File: src/rtl/sram_controller_pkg.sv
// Shared definitions for the MEM-stage SRAM responder: FSM encoding, error
// data pattern and the default base address.
package sram_controller_pkg;

  localparam logic [1:0] StIdle = 2'd0;
  localparam logic [1:0] StLow  = 2'd1;
  localparam logic [1:0] StHigh = 2'd2;
  localparam logic [1:0] StDone = 2'd3;

  localparam logic [31:0] ErrData         = 32'hDEAD_BEEF;
  localparam logic [31:0] DefaultBaseAddr = 32'd1024;

endpackage

File: src/rtl/sram_wait_counter.sv
// Loadable down-counter that times how long one halfword access is held on
// the SRAM pins. done is high while the count is zero.
module sram_wait_counter #(
  parameter int unsigned WIDTH = 4
) (
  input  logic             clk,
  input  logic             rst,
  input  logic             load,
  input  logic [WIDTH-1:0] load_val,
  input  logic             dec,
  output logic             done
);

  logic [WIDTH-1:0] count_q;

  always_ff @(posedge clk or posedge rst) begin
    if (rst) begin
      count_q <= '0;
    end else if (load) begin
      count_q <= load_val;
    end else if (dec && (count_q != '0)) begin
      count_q <= count_q - 1'b1;
    end
  end

  assign done = (count_q == '0);

endmodule

File: src/rtl/sram_controller.sv
// Serves MEM-stage word reads/writes from a 16-bit SRAM as two halfword
// accesses. Define SRAM_ADDR_CHECK_EN to add the out-of-range check and addr_err.
module sram_controller
  import sram_controller_pkg::*;
#(
  parameter logic [31:0] BASE_ADDR   = DefaultBaseAddr,
  parameter int unsigned WAIT_CYCLES = 4,
  parameter int unsigned SRAM_AW     = 18,
  parameter int unsigned MEM_WORDS   = 65536
) (
  input  logic               clk,
  input  logic               rst,
  input  logic               rd_en,
  input  logic               wr_en,
  input  logic [31:0]        address,
  input  logic [31:0]        write_data,
  output logic [31:0]        read_data,
  output logic               ready,
  output logic [SRAM_AW-1:0] sram_addr,
  output logic [15:0]        sram_dq_o,
  output logic               sram_dq_oe,
  input  logic [15:0]        sram_dq_i,
  output logic               sram_we_n
`ifdef SRAM_ADDR_CHECK_EN
  ,
  output logic               addr_err
`endif
);

  localparam int unsigned IW = SRAM_AW - 1;
  localparam logic [3:0] WaitLoad = 4'(WAIT_CYCLES - 1);

  logic [1:0]        state_q, state_d;
  logic              op_wr_q, op_wr_d;
  logic [IW-1:0]     idx_q, idx_d;
  logic [31:0]       data_q, data_d;
  logic [31:0]       offset;
  logic              req, addr_bad, accept;
  logic              cnt_load, cnt_dec, cnt_done;
  logic [SRAM_AW-1:0] sram_addr_d;
  logic [15:0]       dq_o_d;
  logic              dq_oe_d, we_n_d;

  assign req    = rd_en | wr_en;
  assign offset = address - BASE_ADDR;
  assign accept = (state_q == StIdle) && req;

`ifdef SRAM_ADDR_CHECK_EN
  assign addr_bad = (address < BASE_ADDR) || ((offset >> 2) >= 32'(MEM_WORDS));
`else
  assign addr_bad = 1'b0;
`endif

  // Bits outside the word index are intentionally dropped.
  logic unused_bits;
  assign unused_bits = ^{offset[31:IW+2], offset[1:0], MEM_WORDS == 0};

  sram_wait_counter #(
    .WIDTH (4)
  ) u_wait_counter (
    .clk      (clk),
    .rst      (rst),
    .load     (cnt_load),
    .load_val (WaitLoad),
    .dec      (cnt_dec),
    .done     (cnt_done)
  );

  always_comb begin
    state_d  = state_q;
    cnt_load = 1'b0;
    cnt_dec  = 1'b0;
    case (state_q)
      StIdle: begin
        if (req) begin
          if (addr_bad) begin
            state_d = StDone;
          end else begin
            state_d  = StLow;
            cnt_load = 1'b1;
          end
        end
      end
      StLow: begin
        if (cnt_done) begin
          state_d  = StHigh;
          cnt_load = 1'b1;
        end else begin
          cnt_dec = 1'b1;
        end
      end
      StHigh: begin
        if (cnt_done) begin
          state_d = StDone;
        end else begin
          cnt_dec = 1'b1;
        end
      end
      default: state_d = StIdle;
    endcase
  end

  assign op_wr_d = accept ? wr_en : op_wr_q;
  assign idx_d   = accept ? offset[IW+1:2] : idx_q;
  assign data_d  = accept ? write_data : data_q;

  // Pin values are registered from the next state so they line up with it.
  always_comb begin
    sram_addr_d = sram_addr;
    dq_o_d      = sram_dq_o;
    dq_oe_d     = 1'b0;
    we_n_d      = 1'b1;
    if ((state_d == StLow) || (state_d == StHigh)) begin
      sram_addr_d = {idx_d, state_d == StHigh};
      if (op_wr_d) begin
        dq_o_d  = (state_d == StHigh) ? data_d[31:16] : data_d[15:0];
        dq_oe_d = 1'b1;
        we_n_d  = 1'b0;
      end
    end
  end

  always_ff @(posedge clk or posedge rst) begin
    if (rst) begin
      state_q    <= StIdle;
      op_wr_q    <= 1'b0;
      idx_q      <= '0;
      data_q     <= '0;
      sram_addr  <= '0;
      sram_dq_o  <= '0;
      sram_dq_oe <= 1'b0;
      sram_we_n  <= 1'b1;
    end else begin
      state_q    <= state_d;
      op_wr_q    <= op_wr_d;
      idx_q      <= idx_d;
      data_q     <= data_d;
      sram_addr  <= sram_addr_d;
      sram_dq_o  <= dq_o_d;
      sram_dq_oe <= dq_oe_d;
      sram_we_n  <= we_n_d;
    end
  end

  always_ff @(posedge clk or posedge rst) begin
    if (rst) begin
      read_data <= '0;
    end else if (accept && addr_bad && !wr_en) begin
      read_data <= ErrData;
    end else if ((state_q == StLow) && cnt_done && !op_wr_q) begin
      read_data[15:0] <= sram_dq_i;
    end else if ((state_q == StHigh) && cnt_done && !op_wr_q) begin
      read_data[31:16] <= sram_dq_i;
    end
  end

`ifdef SRAM_ADDR_CHECK_EN
  always_ff @(posedge clk or posedge rst) begin
    if (rst) begin
      addr_err <= 1'b0;
    end else if (accept && addr_bad) begin
      addr_err <= 1'b1;
    end
  end
`endif

  assign ready = ((state_q == StIdle) && !req) || (state_q == StDone);

endmodule

File: config.mk
export PLATFORM = sky130hd
export DESIGN_NAME = sram_controller
export DESIGN_NICKNAME = d
export VERILOG_FILES = /design/src/rtl/sram_controller_pkg.sv /design/src/rtl/sram_wait_counter.sv /design/src/rtl/sram_controller.sv
export SDC_FILE = /design/constraint.sdc
export NUM_CORES = 1
export LEC_CHECK = 0
export CORE_MARGIN = 2
export CORE_UTILIZATION = 40
export CTS_CLUSTER_DIAMETER = 80
export CTS_CLUSTER_SIZE = 25
export DETAILED_ROUTE_END_ITERATION = 8
export GPL_TIMING_DRIVEN = 0
export PLACE_DENSITY = 0.7
export SYNTH_ARGS = -nofsm -noshare
export SYNTH_HDL_FRONTEND = slang
export SYNTH_SLANG_ARGS = --single-unit
File: constraint.sdc
create_clock -name clk -period 5.75 [get_ports clk]
set_clock_uncertainty 0.05 [all_clocks]
set_input_delay 1.4375 -clock clk [delete_from_list [all_inputs] [get_ports clk]]
set_output_delay 1.4375 -clock clk [all_outputs]
set_load 0.05 [all_outputs]
==> summary.txt <==
CTS
  – Total CTS buffers: 17
  – CTS root buffer: clkbuf_16
  – CTS Hold Bufs: 0
  – Clk sink count: approximately 120
  – Worst skew pair latency: 0.41 ns
  – CTS tree: done
  – H-tree levels: 4
  – Resize count post-CTS: 0
  – Max clock buf depth: 2
  – Clock slew at reported path FFs: 0.05 ns
  – Post-CTS setup buffers: 0

Placement
  – Post-DP Area: 0.00698 mm^2
  – Inst Count DP: 752
  – Gpl congestion: 0.811
  – Hpwl dp: 8.41 mm
  – Port Buffers: 137

STA
  – Setup Viol. Count Final: 0
  – Rel. slew slack: 0.525
  – Fin crit period: 4.51 ns
  – Slew Viols, Final: 0
  – Final count of hold timing violations: 0
  – Final Cycle Share: 0.784
  – Maximum clock frequency: 0.222 GHz
  – Worst-Margin Slew: 0.707 ns
  – Final hold slack: 0.417 ns
  – RSZ-0062 raised after global routing: false

Synthesis
  – Top_reg_cell synth: dfrtp_1
  – Synthesis-stage register bit count: 124
  – Post-synth top area cell: dfrtp_1
  – Netlist Area Pre-Place: about 0.0054 mm^2
  – Async SR Flop Fraction: 1.00
  – Post-Synthesis Net Count: 530
  – Mean Syn Cell Area: 12.2 um^2
  – Synth unique cells: between 40 and 50
  – YS warnings: 0
  – Yosys top cell area share: 0.575
  – Post-synth EDFFs: 0
  – Post-synthesis sequential area ratio: 0.580
  – Top post-synthesis cells by area: dfrtp_1 (57%), mux2_2 (13%), nand2_1 (9.5%)
  – Cells after Synth: 438

Route
  – Detailed-route DRC error count: 0
  – Vias: 3,884
  – Initial DRC count: 154
  – Final wirelength: approximately 12 mm
  – Vias per cell: around 5.0
  – Routed Antenna Nets: 0
  – Drt pass-1 iters: 4
  – Wire per inst: 15.5 um

Global routing
  – Initial antenna violation count: 0
  – Grt ovf: 0
  – Largest net degree at the start of global routing: 87
  – Vias in the first global route: 4,021
  – First-pass GRT wire length: 19.7 mm
  – GRT Util Overall: 0.177

Job
  – Max Cap Viol: 0

Finish
  – Sequential cell area: between 0.003 and 0.004 mm^2
  – Post-route insts no fill: 784
  – Layout Nets: 687
  – Finished Cell Area: 0.00758 mm^2
  – Multi-input gate area: 0.00209 mm^2
  – Synth-to-Final Area Change: 41.6%
  – Fillers: 1,098
  – # diodes: 0
  – Share of cells above drive strength 1: 0.209

Power and ir drop
  – Leakage: roughly 3.4 nW
  – VDD IR-drop max: 0.000392 V
  – Pwr/cell area: 651 mW/mm^2

Die
  – Total I/O pin count: 153
  – Row count: 42
  – Die Ht: 120 um
  – Full die area: 0.0143 mm^2
  – Core Box Area: 0.0131 mm^2
  – Starting Density: 0.408
  – DIE WIDTH: 120 um

Critical path
  – Crit Path Category: in2out
  – Delay of the slowest critical-path stage: 0.82 ns
  – Delay-heaviest family, CP: buffers and inverters
  – Worst Setup Start Kind: input pin
  – Worst path most repeated cell: clkdlybuf4s50_1
  – Worst Setup End Kind: output port
  – CP cell instances: clkdlybuf4s50_1 -> nor2_1 -> a21o_1 -> clkdlybuf4s50_1
  – CP max stage cell: clkdlybuf4s50_1
  – Crit path buf inv count: 2
  – CP required: between 4 and 5 ns
  – WP data arrival: 3.02 ns
  – Crit-path max FO: 4

Min path
  – Hold Path Class: reg2reg

Outcome
  – Outcome: complete, no violations
-- through the flow --
step                      worst slack, ns   util  power, mW  setup TNS [ns]
after detailed placement            0.793  0.531       3.88               0
final                                1.24  0.577       4.94               0
after floorplan                     0.965      -       3.14               0
after CTS                            1.23  0.577       4.99               0
after global routing                 1.02  0.577       5.22               0
after global placement             -0.709  0.529       3.81          -85.57
-- registers in the layout (all words and copies together) (netlist names) --
signal,cells
data_q,32
idx_q,17
op_wr_q,1
read_data,32
sram_addr,18
sram_dq_o,16
sram_dq_oe,1
sram_we_n,1
state_q,2
u_wait_counter.count_q,4
-- Yosys cell counts (2+ instances only) --
cell type,instances
a21oi_1,8
a21o_1,3
mux2_1,2
o221ai_1,2
ha_1,8
xor2_1,2
nor2_1,9
clkbuf_1,9
o21ai_0,6
buf_1,3
nor3_1,4
mux4_2,16
a31oi_1,3
buf_6,5
nand2_1,135
inv_1,8
dfrtp_1,123
buf_2,5
mux2_2,63
nand2b_1,3
-- cells in the final DEF, fill, tap and decap left out, drive strengths merged --
cell type	count
a211o	1
a21o	3
a21oi	8
a22o	1
a311oi	1
a31oi	3
buf	14
bufinv	3
clkbuf	34
clkdlybuf4s50	137
clkinv	4
dfrtp	123
dfstp	1
ha	8
inv	8
mux2	65
mux4	16
nand2	136
nand2b	3
nand3	1
nand3b	1
nand4b	1
nor2	10
nor2b	1
nor3	4
nor3b	1
nor4	1
o21a	1
o21ai	7
o221ai	2
o31ai	1
or3	1
or3b	2
or4b	2
xnor2	1
xor2	2
-- path summary, 6_finish.rpt --
path | startpoint | endpoint | slack (ns) | cells after the start
max | wr_en | ready | 1.24 | 4
min | idx_q[0] | idx_q[0] | 0.42 | 2
max reg2reg | state_q[1] | sram_dq_o[6] | 2.02 | 14
min reg2reg | idx_q[0] | idx_q[0] | 0.42 | 2
max in group asynchronous | rst | sram_addr[16] | 3.56 | 3
min in group asynchronous | rst | data_q[14] | 1.35 | 2
-- kinds of logic (layout without fill, tap and decap cells) --
| kind of cell | Yosys count | after routing | synth area share |
|---|---|---|---|
| AOI/OAI and AO/OA | 28 | 28 | 0.0327 |
| xor gates and xnor gates | 3 | 3 | 0.00491 |
| adders and majority gates | 8 | 8 | 0.0187 |
| buffers and inverters | 30 | 200 | 0.0292 |
| DFF | 124 | 124 | 0.580 |
| muxes | 81 | 81 | 0.204 |
| and+or+nand+nor | 164 | 164 | 0.131 |
-- cell type report --
type,count,share of cell area
flip-flops and latches,124,0.409
clock inverters,7,0.0145
clock buffers,25,0.0653
multi-input cells,284,0.276
inverters,8,0.00462
plain buffers,22,0.0167
repair buffers,138,0.184
well taps,176,0.0290
-- tightest hold or removal path, delay by kind of cell, from the launching register on --
kind | cells | cell delay (ns)
DFF | 1 | 0.32
and+or+nand+nor | 2 | 0.11
-- layer usage --
metal | track usage | wire (um)
met3 | 0.0665 | 788
met2 | 0.298 | 6130
met4 | 0.0529 | 140
met5 | 0 | 0
met1 | 0.212 | 5080
-- report_power, final --
group | switching (mW) | internal [mW] | leakage (nW) | total, mW
clock | 0.368 | 0.725 | 0.301 | 1.09
combinational | 1.40 | 0.989 | 1.62 | 2.39
sequential | 0.186 | 1.27 | 1.49 | 1.46
total | 1.96 | 2.99 | 3.41 | 4.94
(Power assumes the default switching activity.)
